`src/rtl/axi_pkg.sv`:
```
// Shared AXI3 constants and FSM state types for the core's bus arbiter.
package axi_pkg;
  localparam logic [1:0] AXI_BURST_INCR = 2'b01;
  localparam int ID_INST = 0;
  localparam int ID_DATA = 1;

  typedef enum logic [1:0] {R_IDLE, R_ADDR, R_DATA} rd_state_t;
  typedef enum logic [1:0] {W_IDLE, W_ADDR, W_DATA, W_RESP} wr_state_t;
endpackage

```
`src/rtl/axi_rr_arbiter2.sv`:
```
// Two-way round-robin arbiter: one-hot grant, pointer moves to the loser when a burst completes.
module axi_rr_arbiter2 (
  input  logic       clock,
  input  logic       reset,
  input  logic [1:0] req,
  input  logic       done,
  input  logic       done_owner,
  output logic [1:0] gnt
);
  logic ptr; // 1 favours req[1]

  always_ff @(posedge clock or posedge reset) begin
    if (reset)     ptr <= 1'b1;
    else if (done) ptr <= ~done_owner;
  end

  always_comb begin
    gnt = req;
    if (&req) gnt = ptr ? 2'b10 : 2'b01;
  end
endmodule

```
`src/rtl/axi_bus_arbiter.sv`:
```
// Shares one AXI3 master port between the inst-fetch read port and the data-cache read/write port.
module axi_bus_arbiter #(
  parameter int ADDR_W  = 32,
  parameter int DATA_W  = 32,
  parameter int ID_INST = axi_pkg::ID_INST,
  parameter int ID_DATA = axi_pkg::ID_DATA
) (
  input  logic                clock,
  input  logic                reset,
  // inst read port
  input  logic                i_arvalid,
  output logic                i_arready,
  input  logic [ADDR_W-1:0]   i_araddr,
  input  logic [7:0]          i_arlen,
  input  logic [2:0]          i_arsize,
  output logic                i_rvalid,
  input  logic                i_rready,
  output logic [DATA_W-1:0]   i_rdata,
  output logic                i_rlast,
  // data port
  input  logic                d_arvalid,
  output logic                d_arready,
  input  logic [ADDR_W-1:0]   d_araddr,
  input  logic [7:0]          d_arlen,
  input  logic [2:0]          d_arsize,
  output logic                d_rvalid,
  input  logic                d_rready,
  output logic [DATA_W-1:0]   d_rdata,
  output logic                d_rlast,
  input  logic                d_awvalid,
  output logic                d_awready,
  input  logic [ADDR_W-1:0]   d_awaddr,
  input  logic [7:0]          d_awlen,
  input  logic [2:0]          d_awsize,
  input  logic                d_wvalid,
  output logic                d_wready,
  input  logic [DATA_W-1:0]   d_wdata,
  input  logic [DATA_W/8-1:0] d_wstrb,
  output logic                d_bvalid,
  input  logic                d_bready,
  // AXI3 master
  output logic [3:0]          arid,
  output logic [ADDR_W-1:0]   araddr,
  output logic [7:0]          arlen,
  output logic [2:0]          arsize,
  output logic [1:0]          arburst,
  output logic [1:0]          arlock,
  output logic [3:0]          arcache,
  output logic [2:0]          arprot,
  output logic                arvalid,
  input  logic                arready,
  input  logic [3:0]          rid,
  input  logic [DATA_W-1:0]   rdata,
  input  logic [1:0]          rresp,
  input  logic                rlast,
  input  logic                rvalid,
  output logic                rready,
  output logic [3:0]          awid,
  output logic [ADDR_W-1:0]   awaddr,
  output logic [7:0]          awlen,
  output logic [2:0]          awsize,
  output logic [1:0]          awburst,
  output logic [1:0]          awlock,
  output logic [3:0]          awcache,
  output logic [2:0]          awprot,
  output logic                awvalid,
  input  logic                awready,
  output logic [3:0]          wid,
  output logic [DATA_W-1:0]   wdata,
  output logic [DATA_W/8-1:0] wstrb,
  output logic                wlast,
  output logic                wvalid,
  input  logic                wready,
  input  logic [3:0]          bid,
  input  logic [1:0]          bresp,
  input  logic                bvalid,
  output logic                bready,
  output logic                err_rid
);
  import axi_pkg::*;

  rd_state_t         rd_state;
  wr_state_t         wr_state;
  logic              rd_owner; // 1 = data port
  logic [ADDR_W-1:0] ar_addr_q, aw_addr_q;
  logic [7:0]        ar_len_q, aw_len_q, w_cnt;
  logic [2:0]        ar_size_q, aw_size_q;
  logic [1:0]        rd_req, rd_gnt;
  logic [3:0]        owner_id;
  logic              r_data_ph, w_data_ph, d_rd_active, aw_take, r_done, w_beat;
  logic              unused;

  assign unused = ^{rresp, bresp, bid};

  // ---------------- read path ----------------
  assign d_rd_active = (rd_state != R_IDLE) && rd_owner;
  // A data read waits for the write FSM, including a write accepted this same cycle.
  assign rd_req = {d_arvalid && (wr_state == W_IDLE) && !d_awvalid, i_arvalid}
                  & {2{(rd_state == R_IDLE) && !reset}};

  axi_rr_arbiter2 u_rr (
    .clock      (clock),
    .reset      (reset),
    .req        (rd_req),
    .done       (r_done),
    .done_owner (rd_owner),
    .gnt        (rd_gnt)
  );

  assign i_arready = rd_gnt[0];
  assign d_arready = rd_gnt[1];
  assign owner_id  = rd_owner ? 4'(ID_DATA) : 4'(ID_INST);
  assign r_data_ph = (rd_state == R_DATA);

  assign i_rvalid = r_data_ph && !rd_owner && rvalid;
  assign d_rvalid = r_data_ph && rd_owner && rvalid;
  assign i_rdata  = rdata;
  assign d_rdata  = rdata;
  assign i_rlast  = rlast;
  assign d_rlast  = rlast;
  assign rready   = r_data_ph && (rd_owner ? d_rready : i_rready);
  assign r_done   = r_data_ph && rvalid && rready && rlast;

  assign arvalid = (rd_state == R_ADDR);
  assign arid    = owner_id;
  assign araddr  = ar_addr_q;
  assign arlen   = ar_len_q;
  assign arsize  = ar_size_q;
  assign arburst = AXI_BURST_INCR;
  assign arlock  = 2'b00;
  assign arcache = 4'b0000;
  assign arprot  = 3'b000;

  always_ff @(posedge clock or posedge reset) begin
    if (reset) begin
      rd_state  <= R_IDLE;
      rd_owner  <= 1'b0;
      ar_addr_q <= '0;
      ar_len_q  <= '0;
      ar_size_q <= '0;
    end else begin
      case (rd_state)
        R_IDLE: if (|rd_gnt) begin
          rd_owner  <= rd_gnt[1];
          ar_addr_q <= rd_gnt[1] ? d_araddr : i_araddr;
          ar_len_q  <= rd_gnt[1] ? d_arlen  : i_arlen;
          ar_size_q <= rd_gnt[1] ? d_arsize : i_arsize;
          rd_state  <= R_ADDR;
        end
        R_ADDR:  if (arready) rd_state <= R_DATA;
        R_DATA:  if (r_done)  rd_state <= R_IDLE;
        default: rd_state <= R_IDLE;
      endcase
    end
  end

  always_ff @(posedge clock or posedge reset) begin
    if (reset)                                   err_rid <= 1'b0;
    else if (r_data_ph && rvalid && rid != owner_id) err_rid <= 1'b1;
  end

  // ---------------- write path ----------------
  assign d_awready = !reset && (wr_state == W_IDLE) && !d_rd_active;
  assign aw_take   = d_awready && d_awvalid;
  assign w_data_ph = (wr_state == W_DATA);

  assign awvalid = (wr_state == W_ADDR);
  assign awid    = 4'(ID_DATA);
  assign awaddr  = aw_addr_q;
  assign awlen   = aw_len_q;
  assign awsize  = aw_size_q;
  assign awburst = AXI_BURST_INCR;
  assign awlock  = 2'b00;
  assign awcache = 4'b0000;
  assign awprot  = 3'b000;

  // The requester has no wlast, so the last beat is counted here.
  assign wvalid   = w_data_ph && d_wvalid;
  assign d_wready = w_data_ph && wready;
  assign wlast    = w_data_ph && (w_cnt == aw_len_q);
  assign wid      = 4'(ID_DATA);
  assign wdata    = d_wdata;
  assign wstrb    = d_wstrb;
  assign w_beat   = wvalid && wready;

  assign bready   = (wr_state == W_RESP) && d_bready;
  assign d_bvalid = (wr_state == W_RESP) && bvalid;

  always_ff @(posedge clock or posedge reset) begin
    if (reset) begin
      wr_state  <= W_IDLE;
      aw_addr_q <= '0;
      aw_len_q  <= '0;
      aw_size_q <= '0;
      w_cnt     <= '0;
    end else begin
      case (wr_state)
        W_IDLE: if (aw_take) begin
          aw_addr_q <= d_awaddr;
          aw_len_q  <= d_awlen;
          aw_size_q <= d_awsize;
          w_cnt     <= '0;
          wr_state  <= W_ADDR;
        end
        W_ADDR: if (awready) wr_state <= W_DATA;
        W_DATA: if (w_beat) begin
          w_cnt <= w_cnt + 8'd1;
          if (wlast) wr_state <= W_RESP;
        end
        W_RESP:  if (bvalid && bready) wr_state <= W_IDLE;
        default: wr_state <= W_IDLE;
      endcase
    end
  end
endmodule

```
`config.mk`:
```
export PLATFORM = sky130hd
export DESIGN_NAME = axi_bus_arbiter
export DESIGN_NICKNAME = d
export VERILOG_FILES = /design/src/rtl/axi_pkg.sv /design/src/rtl/axi_rr_arbiter2.sv /design/src/rtl/axi_bus_arbiter.sv
export SDC_FILE = /design/constraint.sdc
export NUM_CORES = 1
export LEC_CHECK = 0
export ABC_CLOCK_PERIOD_IN_PS = 3100
export BUFFER_PORTS_ARGS = -buffer_cell sky130_fd_sc_hd__buf_2
export CORE_AREA = 4 4 176 178
export DETAILED_ROUTE_END_ITERATION = 8
export DIE_AREA = 0 0 180 182
export REMOVE_ABC_BUFFERS = 1
export SLEW_MARGIN = 25
export SYNTH_ARGS = -nofsm -noshare
export SYNTH_HDL_FRONTEND = slang
export SYNTH_SLANG_ARGS = --single-unit
```
`constraint.sdc`:
```
create_clock -name clock -period 3.1 [get_ports clock]
set_input_delay 0.155 -clock clock [delete_from_list [all_inputs] [get_ports clock]]
set_output_delay 0.155 -clock clock [all_outputs]
set_load 0.05 [all_outputs]
```
======== Yosys cells after proc, flatten, opt, wreduce, memory -nomap -nowiden ========
Index checks and enable logic that the tools add are counted.
word-level totals
  input bits .............................. 224
  flip-flop bits (word level) ............. 101
  word-level logic and storage cells ...... 88
  output and inout bits ................... 236
cells by class
  reduce and logical (&&, ||, !) cells .... 38
  bitwise gates (word level) .............. 2
  mux-type cells .......................... 20
  add/sub/neg operators ................... 1
  equal/unequal tests ..................... 15
operators by type and width
  cell                 number
  $mux 32              1
  $mux 8               3
  $logic_and 1x1->1    23
  $mux 2               10
  $pmux 8 s2           1
  $ne 2x1->1 const B   6
  $add 8x1->8 const B  1
  $eq 8x8->1           1
  $pmux 2 s4           1
  $eq 2x2->1 const B   3
  $pmux 2 s3           1
  $reduce_and 2->1     3
  $reduce_and 3->1     2
  $reduce_and 5->1     1
  $eq 2x1->1 const B   2
  $logic_not 1->1      4
  $logic_not 2->1      2
  $ne 2x2->1 const B   2
  $ne 4x1->1           1
  $reduce_bool 2->1    2
  $mux 3               1
  $and 2x2->2          1
  $mux 1               2
  $reduce_or 2->1      1
  $not 1->1            1

======== Logic depth before layout (Yosys ltp) ========
Gate-level depths: netlist of the first run.
  word-level depth ........................ 9
  mapped depth ............................ 8
  mapped depth without buffers ............ 6

======== Modules after synthesis ========
A second synthesis of the first run with hierarchy kept.
unflattened totals
  cells, all modules ...................... 538
  area, all modules ....................... 5820.6 µm²
modules (own cells, without submodules)
  module           instances  sequential area each (µm²)  cells each  area each (µm²)
  axi_bus_arbiter  1          2502.4                      531         5763.0
  axi_rr_arbiter2  1          26.3                        7           57.6

======== Worst setup path after synthesis of the first run ========
Ideal clock, no wire load.
  kind .................................... input to register
  from .................................... input port reset
  to ...................................... register aw_addr_q[0] (netlist: awaddr[0])
  arrival time ............................ 3.746 ns
  required time ........................... 2.975 ns
  setup time .............................. 0.125 ns
  buffers on the path ..................... 1
  stages .................................. 5
  setup slack ............................. -0.771 ns
  path through ............................ inv_1 > and3_1 > nand2_1 > buf_2 > mux2_2
between the ends
  cells in the longest elaborated chain, start to end .. 5
RTL lines
  item                               RTL line                text
  start, declared                    axi_bus_arbiter.sv:9    input logic reset,
  $logic_not 1->1 (no source line)   n/a
  $logic_and 1x1->1 (2 in a row)     axi_bus_arbiter.sv:163  assign d_awready = !reset && (wr_state == W_IDLE) && !d_rd_active;
  via d_awready                      axi_bus_arbiter.sv:31   output logic d_awready,
  $logic_and 1x1->1                  axi_bus_arbiter.sv:164  assign aw_take = d_awready && d_awvalid;
  $reduce_and 2->1 (no source line)  n/a
  end signal, assigned               axi_bus_arbiter.sv:199  aw_addr_q <= d_awaddr;
  end, declared                      axi_bus_arbiter.sv:85   logic [ADDR_W-1:0] ar_addr_q, aw_addr_q;
The timed path passes the listed nets, and every way through them passes these cells.
A chain may end at the register's enable or synchronous reset.

======== Worst setup path in the final report of the first run ========
  from .................................... register wr_state[1]
  to ...................................... output port d_arready
between the ends
  cells in the longest elaborated chain, start to end .. 6
RTL lines
  item                                RTL line                text
  start, declared                     axi_bus_arbiter.sv:83   wr_state_t wr_state;
  start signal, assigned              axi_bus_arbiter.sv:191  wr_state <= W_IDLE;
  start signal, assigned              axi_bus_arbiter.sv:203  wr_state <= W_ADDR;
  start signal, assigned              axi_bus_arbiter.sv:205  W_ADDR: if (awready) wr_state <= W_DATA;
  $logic_not 2->1 (*)                 axi_bus_arbiter.sv:98   assign rd_req = {d_arvalid && (wr_state == W_IDLE) && !d_awvalid, i_arvalid}
  $logic_and 1x1->1 (*) (2 in a row)  axi_bus_arbiter.sv:98
  $and 2x2->2 (*)                     axi_bus_arbiter.sv:99   & {2{(rd_state == R_IDLE) && !reset}};
  $reduce_and 2->1                    axi_rr_arbiter2.sv:19   if (&req) gnt = ptr ? 2'b10 : 2'b01;
  $mux 2 (*)                          axi_rr_arbiter2.sv:19
  end, declared                       axi_bus_arbiter.sv:22   output logic d_arready,
Mark *: on every way between the ends. The rest lies on a longest branch, timed or not.

==> impl_metrics.env, run 1 <==
export IMPL_die_w_um=180
export IMPL_worst_slew_pin_slew_ps=756
export IMPL_synth_top_area_share_pct=45.1
export IMPL_relSlewSlack_pct=49.1
export IMPL_slew_violations=0
export IMPL_period_needed_ps=2770
export IMPL_cts_tree="done"
export IMPL_io_pins=460
export IMPL_antenna_left=0
export IMPL_place_ws_ps=702
export IMPL_drc_errors=0
export IMPL_status="complete, no violations"
export IMPL_drt_total_wl_mm=23.2
export IMPL_synthCells=496
export IMPL_die_h_um=182
export IMPL_ys_async_sr_fraction_pct=100
export IMPL_synth_top_family_by_area="buffers and inverters"
export IMPL_routedWlPerCell_um=21.4
export IMPL_crit_slowest_cell="a2111oi_4"
export IMPL_grt_pass1_wl_mm=32.3
export IMPL_initial_utilization_pct=18.9
export IMPL_cts_buffers_inserted=9
export IMPL_htreeDepth=3
export IMPL_ys_ff_latch=101
export IMPL_worstRegToRegCells=6
export IMPL_cts_root_buf="clkbuf_16"
export IMPL_dp_hpwl_mm=18.3
export IMPL_rrSetupSlack_ps=770
export IMPL_finalHoldViolations=0
export IMPL_port_buffers=250
export IMPL_worst_setup_path_end_kind="output pin"
export IMPL_num_rows=63
export IMPL_holdPathStages=2
export IMPL_ys_top_cells_by_area="dfrtp_1, buf_4, mux2_2"
export IMPL_crit_required_ps=2940
export IMPL_critical_path_class="register to output pin"
export IMPL_slowest_delay_ps=500
export IMPL_r2r_end="w_cnt[6]$_DFFE_PP0P_"
export IMPL_yosys_area_top_type="dfrtp_1"
export IMPL_antenna_found_initial=1
export IMPL_vias=4437
export IMPL_yosysMostFrequentCell="buf_4"
export IMPL_clockBufferDepth=2
export IMPL_clkSinkCount=101
export IMPL_synthTopCellsByCount="buf_4, dfrtp_1, a21o_1, a22o_1, mux2_2"
export IMPL_setup_violations=0
export IMPL_synth_simple_gate_area_share_pct=5.32
export IMPL_hold_start="d_awaddr[5]"
export IMPL_path_clk_slew_ps=70
export IMPL_min_to="awaddr[5]$_DFFE_PP0P_"
export IMPL_first_iter_violations=194
export IMPL_grt_remaining_overflow=0
export IMPL_grt_pass1_vias=4483
export IMPL_powerDensity_nw_per_um2=735
export IMPL_cap_violations=0
export IMPL_rsz0062_at_grt="false"
export IMPL_synth_compound_area_share_pct=16.8
export IMPL_synth_avg_cell_area_um2=11.2
export IMPL_synth_edf_count=0
export IMPL_gp_congestion=0.777
export IMPL_seq_area_frac_synth_pct=45.5
export IMPL_synthXorXnorAreaFrac_pct=1.42
export IMPL_nNetsFinal=916
export IMPL_worst_hold_path_type="input pin to register"
export IMPL_cp_arrival_ps=2620
export IMPL_tns_ps=0
export IMPL_drive_gt1_share_pct=46.5
export IMPL_fmax_mhz=361
export IMPL_fp_coreArea_um2=29400
export IMPL_path_cells="inv_1 > ha_1 > nand4bb_1 > a2111oi_4 > buf_12 > buf_2"
export IMPL_p_leak_nw=4.06
export IMPL_finalCoreUtilization_pct=24.4
export IMPL_areaGrowthSynthToFinish_pct=29.3
export IMPL_critPathLaunchType="register"
export IMPL_netlist_area_um2=5550
export IMPL_vdd_drop_max_uv=401
export IMPL_grt_max_degree=67
export IMPL_dr_pass1_iters=4
export IMPL_synth_warnings=0
export IMPL_layout_setup_ws_ps=329
export IMPL_reg2reg_from="wr_state[0]$_DFFE_PP0P_"
export IMPL_skew_ps=6.39
export IMPL_clock_latency_ps=350
export IMPL_die_area_um2=32800
export IMPL_yosys_area_share_adder_pct=1.13
export IMPL_ys_types=44
export IMPL_worstPathMaxFanout=45
export IMPL_viasPerCell=4.10
export IMPL_antennaDiodeCount=0
export IMPL_fin_crit_sh_pct=89.4
export IMPL_synth_ff_type="dfrtp_1"
export IMPL_muxShareOfSynthArea_pct=9.08
export IMPL_grt_use_total_pct=13.6
-- state kept, by name, indices dropped and copies added, names as in the netlist --
signal,count
u_rr.ptr,1
rd_owner,1
awlen,8
rd_state,2
arsize,3
awaddr,32
w_cnt,8
wr_state,2
arlen,8
araddr,32
err_rid,1
awsize,3
-- power by group --
part / internal [mW] / switching, mW / leakage [nW]
combinational: 0.706 / 1.57 / 2.62
clock: 0.626 / 0.530 / 0.135
sequential: 1.63 / 0.222 / 1.30
total: 2.96 / 2.32 / 4.06
-- critical path: cells and delay by family (launching register included) --
family	cells	cell delay, ps
DFF	1	420
adders and majority gates	1	360
AOI/OAI and AO/OA	1	500
and+or+nand+nor	1	200
buffers and inverters	3	740
-- per-stage QoR --
step | cells | hold slack (ps) | power, mW | area [um^2]
2_1_floorplan | 370 | 263 | 3.50 | 4550
3_3_place_gp | 1017 | 258 | 4.07 | 6380
3_5_place_dp | 1017 | 249 | 4.08 | 6380
4_1_cts | 1079 | 0.106 | 5.35 | 7140
5_1_grt | 1081 | 0.0371 | 5.58 | 7180
6_report | 1081 | 27.8 | 5.28 | 7180
-- worst max-delay path by stage --
| stage | start | end | slack (ps) |
|---|---|---|---|
| 6_report | wr_state[1]$_DFFE_PP0P_ | d_arready | 330 |
| 2_1_floorplan | reset | awaddr[0]$_DFFE_PP0P_ | -1450 |
| 3_5_place_dp | wr_state[1]$_DFFE_PP0P_ | d_arready | 700 |
| 3_3_place_gp | wr_state[1]$_DFFE_PP0P_ | d_arready | 720 |
| 5_1_grt | wr_state[1]$_DFFE_PP0P_ | d_arready | 120 |
| 4_1_cts | wr_state[1]$_DFFE_PP0P_ | d_arready | 290 |
-- per-layer routing --
| layer | track usage [%] | vias to the layer above | part of all wire, % |
|---|---|---|---|
| met5 | 4.44 | - | 0.54 |
| met4 | 3.35 | 8 | 1.4 |
| met2 | 17.6 | 369 | 39 |
| li1 | - | 1946 | - |
| met1 | 13.6 | 2084 | 34 |
| met3 | 16.2 | 30 | 25 |
-- cells by family (layout without fill, tap and decap cells) --
logic type	after synthesis	count (layout)
buffers and inverters	165	329
AOI/OAI and AO/OA	117	117
DFF	101	101
and+or+nand+nor	52	52
muxes	45	45
xor gates and xnor gates	9	9
adders and majority gates	5	5
other	2	33
-- layout by cell type (no fill, tap or decap), types with 3 or more instances in the layout --
cell type / instances
nor2_1: 3
o21ai_0: 9
nor3_1: 3
a21oi_1: 3
xor2_1: 9
ha_1: 5
nand2b_1: 4
mux2_2: 43
dfrtp_1: 100
and2_1: 5
a21o_1: 44
and3_1: 3
nand2_1: 8
dlygate4sd3_1: 48
buf_2: 250
a211oi_1: 3
inv_1: 7
nor2b_1: 3
buf_4: 6
clkbuf_16: 9
conb_1: 33
a22o_1: 44
nand3_1: 8
nor4_1: 4
-- area by class of cell --
class	count	area [um^2]
clock buffer	10	229
inverter	8	32.5
clock inverter	5	62.6
multi-input combinational	261	2010
timing repair buffer	306	1820
sequential	101	2530
tap	390	488
fill	3129	22200
-- repair_timing --
| action | CTS | global route |
|---|---|---|
| resized for setup | 0 | 0 |
| setup buffers | 0 | 0 |
| endpoints found under the hold margin | 80 | 1 |
| hold buffers | 47 | 1 |
(Power assumes the default switching activity.)
==> run 2: changes to the inputs <==
CELL_PAD_IN_SITES_DETAIL_PLACEMENT = 1   (was unset)
CELL_PAD_IN_SITES_GLOBAL_PLACEMENT = 2   (was unset)
CORE_AREA = 4 4 178 180   (was 4 4 176 178)
DIE_AREA = 0 0 182 184   (was 0 0 180 182)
PLACE_DENSITY_LB_ADDON = 0.1   (was unset)
==> impl_metrics.env, run 2 (synthesized netlist as in run 1, its figures left out) <==
export IMPL_status="complete, no violations"
export IMPL_internal_power_mw=2.92
export IMPL_dp_hpwl_mm=22.1
export IMPL_power_frac_seq_pct=34.5
export IMPL_grt_max_degree=54
export IMPL_drive_gt1_share_pct=46.8
export IMPL_rrSetupSlack_ps=590
export IMPL_io_pins=460
export IMPL_areaGrowthSynthToFinish_pct=29.0
export IMPL_finalHoldViolations=0
export IMPL_gp_congestion=0.754
export IMPL_htreeDepth=3
export IMPL_nNetsFinal=914
export IMPL_clockBufferDepth=2
export IMPL_power_switching_mw=2.42
export IMPL_min_to="awsize[1]$_DFFE_PP0P_"
export IMPL_first_iter_violations=175
export IMPL_grt_use_total_pct=15.6
export IMPL_crit_required_ps=2940
export IMPL_num_rows=64
export IMPL_clkSinkCount=101
export IMPL_cts_buffers_inserted=9
export IMPL_worst_setup_path_end_kind="output pin"
export IMPL_worstRegToRegCells=7
export IMPL_grt_pass1_vias=4836
export IMPL_fp_coreArea_um2=30200
export IMPL_dr_pass1_iters=4
export IMPL_drc_errors=0
export IMPL_routedWlPerCell_um=25.0
export IMPL_die_w_um=182
export IMPL_stdcell_area_um2=7160
export IMPL_skew_ps=9.97
export IMPL_vdd_drop_max_uv=296
export IMPL_worst_slew_pin_slew_ps=760
export IMPL_setup_violations=0
export IMPL_drt_total_wl_mm=27.2
export IMPL_r2r_end="w_cnt[6]$_DFFE_PP0P_"
export IMPL_cap_violations=0
export IMPL_worstPathMaxFanout=45
export IMPL_hold_slack_ps=24.0
export IMPL_clockPowerShare_pct=22.4
export IMPL_grt_remaining_overflow=0
export IMPL_cts_root_buf="clkbuf_16"
export IMPL_die_area_um2=33500
export IMPL_stdcell_count=1088
export IMPL_initial_utilization_pct=18.4
export IMPL_slowest_delay_ps=500
export IMPL_die_h_um=184
export IMPL_cp_arrival_ps=2630
export IMPL_rsz0062_at_grt="false"
export IMPL_relSlewSlack_pct=48.9
export IMPL_pwr_share_comb_pct=43.1
export IMPL_reg2reg_from="wr_state[0]$_DFFE_PP0P_"
export IMPL_powerDensity_nw_per_um2=746
export IMPL_period_needed_ps=2790
export IMPL_critical_path_class="register to output pin"
export IMPL_crit_slowest_cell="a2111oi_4"
export IMPL_cts_tree="done"
export IMPL_fin_crit_sh_pct=89.9
export IMPL_port_buffers=250
export IMPL_worst_hold_path_type="input pin to register"
export IMPL_holdPathStages=2
export IMPL_p_leak_nw=4.06
export IMPL_layout_setup_ws_ps=312
export IMPL_dpl_cell_area_um2=6390
export IMPL_layout_commonest_cell="buf_2"
export IMPL_path_cells="inv_1 > ha_1 > nand4bb_1 > a2111oi_4 > buf_12 > buf_2"
export IMPL_hold_start="d_awsize[1]"
export IMPL_ctsResizeCount=0
export IMPL_antenna_found_initial=2
export IMPL_critPathLaunchType="register"
export IMPL_grt_pass1_wl_mm=37.2
export IMPL_sw_frac_of_total_pct=45.4
export IMPL_final_cell_mix="buf_2, dfrtp_1, dlygate4sd3_1"
export IMPL_place_ws_ps=599
export IMPL_place_inst=1024
export IMPL_viasPerCell=4.08
export IMPL_antenna_left=0
export IMPL_clock_latency_ps=360
export IMPL_fmax_mhz=359
export IMPL_finalPower_mw=5.34
export IMPL_path_clk_slew_ps=90
export IMPL_slew_violations=0
export IMPL_vias=4438
==> run 2: cell type report <==
| type | count | area, um^2 |
|---|---|---|
| inverter | 8 | 32.5 |
| timing repair buffer | 304 | 1780 |
| multi-input combinational | 261 | 2010 |
| clock inverter | 6 | 65.1 |
| fill | 3472 | 23000 |
| tap | 396 | 495 |
| antenna | 2 | 5.00 |
| sequential | 101 | 2530 |
| clock buffer | 10 | 239 |
==> run 2: worst max-delay path by stage <==
stage,startpoint,end,cells past startpoint
3_3_place_gp,wr_state[0]$_DFFE_PP0P_,w_cnt[6]$_DFFE_PP0P_,7
4_1_cts,wr_state[1]$_DFFE_PP0P_,d_arready,6
5_1_grt,wr_state[1]$_DFFE_PP0P_,d_arready,6
2_1_floorplan,reset,awaddr[0]$_DFFE_PP0P_,4
3_5_place_dp,wr_state[0]$_DFFE_PP0P_,w_cnt[6]$_DFFE_PP0P_,7
6_report,wr_state[1]$_DFFE_PP0P_,d_arready,6
==> run 2: worst max-delay path, delay by kind of cell, from the launching register on <==
family,cells,cell delay (ps)
buf+inv,3,760
simple gates,1,200
compound gates,1,500
flops,1,420
fa+ha+maj,1,370
==> run 2: timing repair <==
item,CTS,global route
hold endpoints to repair,45,1
buffers inserted,0,0
endpoints found under the setup margin,0,0
hold buffers,45,1
==> run 2: power groups by stage <==
stage | logic [mW] | registers, mW | clock network [mW]
after floorplan | 0.729 | 2.77 | 0
after global placement | 2.26 | 1.85 | 0
after detailed placement | 2.28 | 1.86 | 0
after CTS | 2.34 | 1.84 | 1.28
after global routing | 2.45 | 1.89 | 1.32
final | 2.30 | 1.84 | 1.20
==> run 2: stage by stage <==
step           TNS [ps]  utilization, %
2_1_floorplan   -108850               -
3_3_place_gp          0            21.2
3_5_place_dp          0            21.2
4_1_cts               0            23.7
5_1_grt               0            23.7
6_report              0            23.7
==> run 2: routing by layer <==
layer  GRT usage, %  vias up  share of wire [%]
li1               -     1944                  -
met1           14.9     2134                 31
met2           22.0      327                 43
met3           17.6       27                 24
met4           3.42        6                1.3
met5           6.00        -                1.0
